`config.mk`:
```
export PLATFORM = sky130hd
export DESIGN_NAME = vga_fb_arbiter
export DESIGN_NICKNAME = d
export VERILOG_FILES = /design/src/rtl/vga_fb_arbiter.sv
export SDC_FILE = /design/constraint.sdc
export NUM_CORES = 1
export LEC_CHECK = 0
export ABC_AREA = 1
export CAP_MARGIN = 5
export CORE_MARGIN = 2
export CORE_UTILIZATION = 50
export DETAILED_ROUTE_END_ITERATION = 10
export PLACE_DENSITY = 0.86
export REMOVE_ABC_BUFFERS = 1
export SLEW_MARGIN = 10
export SYNTH_ARGS = -nofsm -noshare
export SYNTH_HDL_FRONTEND = slang
export SYNTH_SLANG_ARGS = --single-unit
```
`constraint.sdc`:
```
create_clock -name clk -period 10.6 [get_ports clk]
set_input_delay 3.18 -clock clk [delete_from_list [all_inputs] [get_ports clk]]
set_output_delay 3.18 -clock clk [all_outputs]
set_load 0.1 [all_outputs]
```
`src/rtl/vga_fb_arbiter.sv`:
```
// Frame-buffer arbiter: one single-port RAM shared by the display read port and
// two round-robin writers, with starvation-driven preemption of display reads.
module vga_fb_arbiter #(
  parameter int ADDR_W     = 21,
  parameter int DATA_W     = 2,
  parameter int STARVE_MAX = 255,
  parameter int CNT_W      = 16
) (
  input  logic              clk,
  input  logic              arst,
  input  logic              disp_req_i,
  input  logic [ADDR_W-1:0] disp_addr_i,
  output logic              disp_rvalid_o,
  output logic [DATA_W-1:0] disp_rdata_o,
  output logic              disp_miss_o,
  input  logic              wr0_valid_i,
  output logic              wr0_ready_o,
  input  logic [ADDR_W-1:0] wr0_addr_i,
  input  logic [DATA_W-1:0] wr0_data_i,
  input  logic              wr1_valid_i,
  output logic              wr1_ready_o,
  input  logic [ADDR_W-1:0] wr1_addr_i,
  input  logic [DATA_W-1:0] wr1_data_i,
  output logic              mem_en_o,
  output logic              mem_we_o,
  output logic [ADDR_W-1:0] mem_addr_o,
  output logic [DATA_W-1:0] mem_wdata_o,
  input  logic [DATA_W-1:0] mem_rdata_i,
  input  logic              miss_clr_i,
  output logic [CNT_W-1:0]  miss_cnt_o
);
  localparam int SW = $clog2(STARVE_MAX + 1);
  localparam logic [SW-1:0] STARVE_LIM = SW'(STARVE_MAX);

  typedef enum logic [1:0] {GNT_NONE, GNT_DISP, GNT_WR0, GNT_WR1} grant_e;

  grant_e            grant;
  logic              starved0, starved1, preempt, served;
  logic [SW-1:0]     starve0_q, starve0_d, starve1_q, starve1_d;
  logic              rrPtr_q, rrPtr_d;
  logic [CNT_W-1:0]  missCnt_q, missCnt_d;
  logic              memEn_q, memEn_d, memWe_q, memWe_d;
  logic [ADDR_W-1:0] memAddr_q, memAddr_d;
  logic [DATA_W-1:0] memWdata_q, memWdata_d;
  logic              reqS1_q, missS1_q, rvalid_q, miss_q;
  logic [DATA_W-1:0] heldPix_q;

  assign starved0 = wr0_valid_i && (starve0_q == STARVE_LIM);
  assign starved1 = wr1_valid_i && (starve1_q == STARVE_LIM);

  // Starved writers outrank the display, which outranks ordinary writers.
  always_comb begin
    grant = GNT_NONE;
    if (!arst) begin
      if (starved0 && starved1)              grant = rrPtr_q ? GNT_WR1 : GNT_WR0;
      else if (starved0)                     grant = GNT_WR0;
      else if (starved1)                     grant = GNT_WR1;
      else if (disp_req_i)                   grant = GNT_DISP;
      else if (wr0_valid_i && wr1_valid_i)   grant = rrPtr_q ? GNT_WR1 : GNT_WR0;
      else if (wr0_valid_i)                  grant = GNT_WR0;
      else if (wr1_valid_i)                  grant = GNT_WR1;
    end
  end

  assign wr0_ready_o = (grant == GNT_WR0);
  assign wr1_ready_o = (grant == GNT_WR1);
  assign preempt     = disp_req_i && (grant != GNT_DISP);

  always_comb begin
    starve0_d = '0;
    starve1_d = '0;
    if (wr0_valid_i && !wr0_ready_o)
      starve0_d = (starve0_q == STARVE_LIM) ? starve0_q : starve0_q + SW'(1);
    if (wr1_valid_i && !wr1_ready_o)
      starve1_d = (starve1_q == STARVE_LIM) ? starve1_q : starve1_q + SW'(1);

    rrPtr_d = rrPtr_q;
    if (grant == GNT_WR0)      rrPtr_d = 1'b1;
    else if (grant == GNT_WR1) rrPtr_d = 1'b0;

    // A clear coinciding with a miss leaves that miss counted.
    missCnt_d = missCnt_q;
    if (miss_clr_i)                         missCnt_d = preempt ? CNT_W'(1) : '0;
    else if (preempt && missCnt_q != '1)    missCnt_d = missCnt_q + CNT_W'(1);

    memEn_d    = 1'b0;
    memWe_d    = 1'b0;
    memAddr_d  = memAddr_q;
    memWdata_d = memWdata_q;
    case (grant)
      GNT_DISP: begin
        memEn_d   = 1'b1;
        memAddr_d = disp_addr_i;
      end
      GNT_WR0: begin
        memEn_d    = 1'b1;
        memWe_d    = 1'b1;
        memAddr_d  = wr0_addr_i;
        memWdata_d = wr0_data_i;
      end
      GNT_WR1: begin
        memEn_d    = 1'b1;
        memWe_d    = 1'b1;
        memAddr_d  = wr1_addr_i;
        memWdata_d = wr1_data_i;
      end
      default: ;
    endcase
  end

  // Every display request walks a two-stage pipe so its answer lands exactly two cycles later.
  always_ff @(posedge clk or posedge arst) begin
    if (arst) begin
      starve0_q  <= '0;
      starve1_q  <= '0;
      rrPtr_q    <= 1'b0;
      missCnt_q  <= '0;
      memEn_q    <= 1'b0;
      memWe_q    <= 1'b0;
      memAddr_q  <= '0;
      memWdata_q <= '0;
      reqS1_q    <= 1'b0;
      missS1_q   <= 1'b0;
      rvalid_q   <= 1'b0;
      miss_q     <= 1'b0;
      heldPix_q  <= '0;
    end else begin
      starve0_q  <= starve0_d;
      starve1_q  <= starve1_d;
      rrPtr_q    <= rrPtr_d;
      missCnt_q  <= missCnt_d;
      memEn_q    <= memEn_d;
      memWe_q    <= memWe_d;
      memAddr_q  <= memAddr_d;
      memWdata_q <= memWdata_d;
      reqS1_q    <= disp_req_i;
      missS1_q   <= preempt;
      rvalid_q   <= reqS1_q;
      miss_q     <= missS1_q;
      if (served) heldPix_q <= mem_rdata_i;
    end
  end

  assign served        = rvalid_q && !miss_q;
  assign disp_rvalid_o = rvalid_q;
  assign disp_miss_o   = miss_q;
  assign disp_rdata_o  = served ? mem_rdata_i : heldPix_q;
  assign mem_en_o      = memEn_q;
  assign mem_we_o      = memWe_q;
  assign mem_addr_o    = memAddr_q;
  assign mem_wdata_o   = memWdata_q;
  assign miss_cnt_o    = missCnt_q;

endmodule

```
==> results of run 1 <==
[worst max-delay path: cells and delay by family]
kind | cells | cell delay (ns)
AOI/OAI and AO/OA | 1 | 0.19
and+or+nand+nor | 5 | 1.07
buffers and inverters | 4 | 1.18
[state kept, by name, indices dropped and copies added (netlist names)]
name and count:
mem_addr_o 21, miss_cnt_o 16, starve0_q 8, starve1_q 8, heldPix_q 2, mem_wdata_o 2, disp_miss_o 1, disp_rvalid_o 1
mem_en_o 1, mem_we_o 1, missS1_q 1, reqS1_q 1, rrPtr_q 1
[worst min-delay path by stage]
stage	from	endpoint	slack [ns]	depth (start not counted)
2_1_floorplan	missS1_q	disp_miss_o	0.33	0
3_3_place_gp	reqS1_q	disp_rvalid_o	0.33	0
3_5_place_dp	missS1_q	disp_miss_o	0.33	0
4_1_cts	missS1_q	disp_miss_o	0.35	0
5_1_grt	missS1_q	disp_miss_o	0.35	0
6_report	missS1_q	disp_miss_o	0.35	0
[stage by stage]
stage | worst slack, ns | util
2_1_floorplan | 0.683 | -
5_1_grt | 1.61 | 0.716
3_5_place_dp | 1.83 | 0.688
4_1_cts | 1.83 | 0.716
6_report | 1.79 | 0.716
3_3_place_gp | 1.97 | 0.688
[cell usage in the layout, fill, tap and decap left out, types with 3 or more instances in the layout]
| master | instances |
|---|---|
| inv_1 | 67 |
| xor2_1 | 11 |
| nand2_1 | 137 |
| o21ai_1 | 11 |
| nand3_4 | 3 |
| clkdlybuf4s50_1 | 119 |
| ha_1 | 3 |
| o21ai_0 | 22 |
| nor3_1 | 10 |
| nand2_2 | 13 |
| xnor2_1 | 4 |
| nor2_4 | 5 |
| nand3_1 | 74 |
| nor2_1 | 40 |
| nand3_2 | 3 |
| clkbuf_8 | 11 |
| nand4_1 | 4 |
| a21oi_1 | 8 |
| buf_4 | 4 |
| dfrtp_1 | 64 |
[per-layer routing]
layer | GRT usage | vias to the layer above | wire length [um]
li1 | - | 1851 | -
met1 | 0.318 | 1762 | 4460
met2 | 0.434 | 140 | 5010
met3 | 0.0697 | 17 | 669
met4 | 0.0606 | 0 | 141
met5 | 0 | - | 0
[where the power goes]
part | internal, uW | total (uW) | switching [uW]
registers | 265 | 279 | 13.7
clock network | 121 | 215 | 93.9
logic | 75.8 | 276 | 200
total | 462 | 769 | 307
[area by class of cell]
cell class / instances / area share
sequential: 64 / 0.307
tap: 99 / 0.0237
clock buffer: 13 / 0.0304
timing repair buffer: 123 / 0.234
clock inverter: 3 / 0.00767
multi-input combinational: 361 / 0.347
inverter: 70 / 0.0503
[logic make-up (layout without fill, tap and decap cells)]
| group | Yosys count | count (layout) | share of synthesized area |
|---|---|---|---|
| adders and majority gates | 3 | 3 | 0.00990 |
| AOI/OAI and AO/OA | 44 | 44 | 0.0604 |
| muxes | 2 | 2 | 0.00594 |
| buffers and inverters | 88 | 209 | 0.100 |
| xor gates and xnor gates | 15 | 15 | 0.0347 |
| and+or+nand+nor | 297 | 297 | 0.367 |
| DFF | 64 | 64 | 0.422 |
==> qor.txt, run 1 <==
Count of port buffers added during placement: 121
Worst slew pin tran: 1.02 ns
Number of diodes: 0
Number of maximum-capacitance constraint violations: 0
Sequential fraction of the synthesis area: 0.422
Launching element of the worst setup path: wr0_valid_i
Clock Skews: 0.00803 ns
Count of final setup violators: 0
Reg2reg end: mem_addr_o[5]
Layout Nets: 707
Delay contributed by the slowest stage of the critical path: 0.61 ns
Syn avg cell area: 7.39 um^2
Ratio of cells with drive above 1 in the final layout: 0.0820
Crit path capture type: output pin
Placed cell area: 5020 um^2
Crit-path cells: clkdlybuf4s50_1 -> inv_1 -> o21ai_0 -> nand2_1 -> nand2_1 -> nand2_1 -> nand2_1 -> nand2_1 -> inv_1 -> buf_4
Worst rel slew slack: 0.318
Total power draw: 769 uW
Syn-to-layout area delta: 37.7%
Worst setup slack for register-to-register paths: 7.88 ns
RSZ-0062 raised after global routing: no
Run status: complete, no violations
Overall Global Routing Usage: 0.253
Cells on worst reg2reg path: 11
Initial DRT Pass Iterations: 4
Type of the worst min-delay path: reg -> reg
Multi-input combinational cell area: 1810 um^2
Crit path required time: 7.42 ns
Count of distinct cell types in the synthesized netlist: 35
Total setup buffers inserted after CTS: 0
Post-route insts no fill: 733
Arrival time at the worst endpoint: 5.63 ns
Final critical delay including setup and external delays: 8.81 ns
Total number of placement rows: 31
Total half-perimeter wirelength after legalization and detailed placement: 7460 um
Filler cell count in the final layout: 592
Most used flip-flop cell after synthesis: dfrtp_1
Core Area: 7290 um^2
VDD IR-drop max: 0.0815 mV
Number of instances in the synthesized netlist: 513
Clock slew at the register clock pins of the worst setup and hold paths: 0.07 ns
Average via count per standard cell: 5.14
Later-pin clock latency in the skew report: 0.34 ns
Static leakage: 0.00245 uW
Number of antenna violations at the first check in global routing: 0
Hold-fix buffers at CTS: 0
Period Utilization, post-route: 0.831
Synthesis Warnings: 0
Number of hold violations in the final report: 0
Wire length of the first global-routing pass: 17200 um
Routability cong.: 0.903
Number of placed instances with taps included: 717
Initial DRC Count: 217
Commonest cells in the netlist: nand2_1 (137), nand3_1 (74), inv_1 (68)
Maximum level of the CTS H-tree: 3
Largest net degree at the start of global routing: 65
Number of buffers on the longest clock path: 2
Number of synthesized register bits: 64
Dominant cell by count in the synthesized netlist: nand2_1
Worst Hold Margin: 0.355 ns
Max-slew violation count: 0
Die area: 8290 um^2
Die width: 91.1 um
Average wire per standard cell: 14.0 um
Seq. cell area: 1600 um^2
Final sum of negative setup slack: 0 ns
Clock tree root driver cell: clkbuf_8
Cell area after technology mapping: 3790 um^2
Library cell with the largest summed area after synthesis: dfrtp_1
Worst setup SP type: input port
Largest fanout on the critical path: 22
Resized Gates After CTS: 0
Power density over the cells: 147 nW/um^2
Total routed wirelength: 10300 um
Async set-reset flop share out of synthesis: 1.00
Area share of the largest cell type after synthesis: 0.422
Post-route cell area: 5220 um^2
Cell with the largest stage delay on the worst path: clkdlybuf4s50_1
Total vias in the final route: 3770
Critical path capture point: wr0_ready_o
Die H: 91.1 um
Number of nets still failing antenna checks after routing: 0
Type of the worst setup path: in -> out
Number of flops mapped to enable cells by yosys: 0
Residual DRC: 0
Critical R2R Launch: starve1_q[0]
Effective utilization at floorplan: 0.520
Vias in the first global route: 3712
Critical path's most frequent cell: nand2_1
Main area contributors after synthesis: dfrtp_1 (42%), nand2_1 (14%), nand3_1 (9.8%)
Clk sinks: 64
Highest attainable clock frequency: 113 MHz
Overflow left after global routing: 0
TritonCTS buffer count: 9
CTS tree: yes
Total I/O pin count: 122
Note: power is estimated with default switching activity, not from simulation.
==> run 2: changes to the inputs <==
--- a/config.mk
+++ b/config.mk
@@ -8,9 +8,9 @@
 export ABC_AREA = 1
 export CAP_MARGIN = 5
 export CORE_MARGIN = 2
-export CORE_UTILIZATION = 50
+export CORE_UTILIZATION = 47
 export DETAILED_ROUTE_END_ITERATION = 10
-export PLACE_DENSITY = 0.86
+export PLACE_DENSITY = 0.81
 export REMOVE_ABC_BUFFERS = 1
 export SLEW_MARGIN = 10
 export SYNTH_ARGS = -nofsm -noshare
==> constraint.sdc (replaced) <==
create_clock -name clk -period 9.1 [get_ports clk]
set_input_delay 2.73 -clock clk [delete_from_list [all_inputs] [get_ports clk]]
set_output_delay 2.73 -clock clk [all_outputs]
set_load 0.1 [all_outputs]
==> run 2 against run 1 <==
- global-route usage decreased by 2.3 points
- cell count is 0.14% higher
- utilization down 4.7 points
- sequential share of layout area is 0.13 points higher
- cell area is 0.41% lower
- highest routed layer unchanged
==> qor.txt, run 2 (same netlist as run 1, synthesis figures left out) <==
Routability cong.: 0.896 (-0.75%)
Largest net degree at the start of global routing: 47 (-28%)
Critical R2R Launch: starve0_q[0]
Number of placed instances with taps included: 721 (+0.56%)
Min-delay src: missS1_q
Power density over the cells: 161 nW/um^2 (+9.5%)
Worst hold stages: 0 (unchanged)
Crit path required time: 6.37 ns (-1.05 ns)
Top library cells by usage in the layout, fill and taps aside: nand2_1 (137), clkdlybuf4s50_1 (119), nand3_1 (74), inv_1 (67), dfrtp_1 (64)
Later-pin clock latency in the skew report: 0.33 ns (about the same)
Reg2reg end: starve0_q[2]
Post-route insts no fill: 734 (+0.14%)
Core Area: 7770 um^2 (+6.5%)
Initial DRC Count: 156 (-28%)
Total routed wirelength: 10100 um (-2.2%)
Average via count per standard cell: 5.01 (-2.5%)
CTS tree: yes
Seq. cell area: 1600 um^2 (unchanged)
Number of buffers on the longest clock path: 2 (unchanged)
Final sum of negative setup slack: 0 ns (unchanged)
Worst slew pin tran: 1.02 ns (+0.00279 ns)
Cells on worst reg2reg path: 10 (-1)
Hold-fix buffers at CTS: 0 (unchanged)
Total vias in the final route: 3679 (-2.4%)
Count of port buffers added during placement: 121 (unchanged)
Number of flip-flops under the largest register name: 21 (unchanged)
Total I/O pin count: 122 (unchanged)
Layout Nets: 708 (+0.14%)
Highest attainable clock frequency: 128 MHz
Clock slew at the register clock pins of the worst setup and hold paths: 0.06 ns (about the same)
Count of final setup violators: 0 (unchanged)
Core utilization of the finished layout: 0.669 (-0.0465)
Overflow left after global routing: 0 (unchanged)
Overall Global Routing Usage: 0.230 (-0.0233)
Type of the worst min-delay path: reg -> reg
Largest fanout on the critical path: 22 (unchanged)
Worst hold endpoint: disp_miss_o
Syn-to-layout area delta: 37.1%
Number of diodes: 0 (unchanged)
TritonCTS buffer count: 9 (unchanged)
Die width: 93.8 um (+3.0%)
Average wire per standard cell: 13.7 um (-2.3%)
Final critical delay including setup and external delays: 7.78 ns
Number of nets still failing antenna checks after routing: 0 (unchanged)
Number of hold violations in the final report: 0 (unchanged)
Crit path capture type: output pin
Run status: complete, no violations
Number of maximum-capacitance constraint violations: 0 (unchanged)
Resized Gates After CTS: 0 (unchanged)
Worst setup slack for register-to-register paths: 6.47 ns (-1.41 ns)
Filler cell count in the final layout: 675 (+14%)
Static leakage: 0.00243 uW (-0.70%)
VDD IR-drop max: 0.116 mV (+42%)
Most frequent standard cell in the layout excluding fill and tap cells: nand2_1
Vias in the first global route: 3598 (-3.1%)
Worst rel slew slack: 0.317 (-0.00187)
Arrival time at the worst endpoint: 5.05 ns (-0.58 ns)
Ratio of cells with drive above 1 in the final layout: 0.0791 (-0.00291)
Clock tree root driver cell: clkbuf_8
Wire length of the first global-routing pass: 16000 um (-6.7%)
Die area: 8800 um^2 (+6.1%)
Post-route cell area: 5200 um^2 (-0.41%)
Die H: 93.8 um (+3.0%)
Worst setup SP type: input port
Clock Skews: 0.00735 ns (-0.000685 ns)
Initial DRT Pass Iterations: 5 (+1)
Number of antenna violations at the first check in global routing: 0 (unchanged)
Clk sinks: 64 (unchanged)
Multi-input combinational cell area: 1810 um^2 (unchanged)
RSZ-0062 raised after global routing: no
Total half-perimeter wirelength after legalization and detailed placement: 7340 um (-1.5%)
Total number of placement rows: 32 (+3.2%)
Effective utilization at floorplan: 0.488 (-0.0318)
Maximum level of the CTS H-tree: 3 (unchanged)
Residual DRC: 0 (unchanged)
Type of the worst setup path: in -> out
Total setup buffers inserted after CTS: 0 (unchanged)
Max-slew violation count: 0 (unchanged)
Period Utilization, post-route: 0.855
Placed cell area: 5060 um^2 (+0.72%)
Worst Hold Margin: 0.351 ns (-0.00338 ns)
run 2: worst max-delay path by stage:
stage / slack, ns / endpoint / start / cells past startpoint
floorplan: 0.08 / wr0_ready_o / arst / 5
global placement: 1.44 / wr0_ready_o / wr0_valid_i / 10
detailed placement: 1.32 / wr0_ready_o / wr0_valid_i / 10
CTS: 1.31 / wr0_ready_o / wr0_valid_i / 10
global route: 1.12 / wr0_ready_o / wr0_valid_i / 10
finish: 1.32 / wr0_ready_o / wr0_valid_i / 10
run 2: per-stage QoR:
stage          power [uW]  worst slack (ns)
4_1_cts               847              1.31
6_report              838              1.32
3_3_place_gp          647              1.44
3_5_place_dp          652              1.32
5_1_grt               881              1.12
2_1_floorplan         549            0.0835
run 2: cell type report:
type / instances / share of cell area
well taps: 102 / 0.0246
repair buffers: 124 / 0.241
clock inverters: 2 / 0.00193
multi-input cells: 361 / 0.348
clock buffers: 11 / 0.0253
inverters: 70 / 0.0506
flip-flops and latches: 64 / 0.308
run 2: metal layers:
layer,share of wire,track usage
met1,0.42,0.263
met2,0.47,0.410
met4,0.022,0.0870
met3,0.084,0.0610
met5,0,0
run 2: power breakdown:
group          switching, uW  internal (uW)  total (uW)
clock                   99.6           93.5         193
combinational            232           89.4         321
sequential              15.5            309         324
total                    347            492         838
run 2: critical path, cell delays in order:
cell,delay (ns)
clkdlybuf4s50_1,0.60
inv_1,0.08
o21ai_0,0.16
nand2_1,0.08
nand2_1,0.07
nand2_1,0.10
nand2_1,0.56
nand2_1,0.26
inv_1,0.21
buf_12,0.19
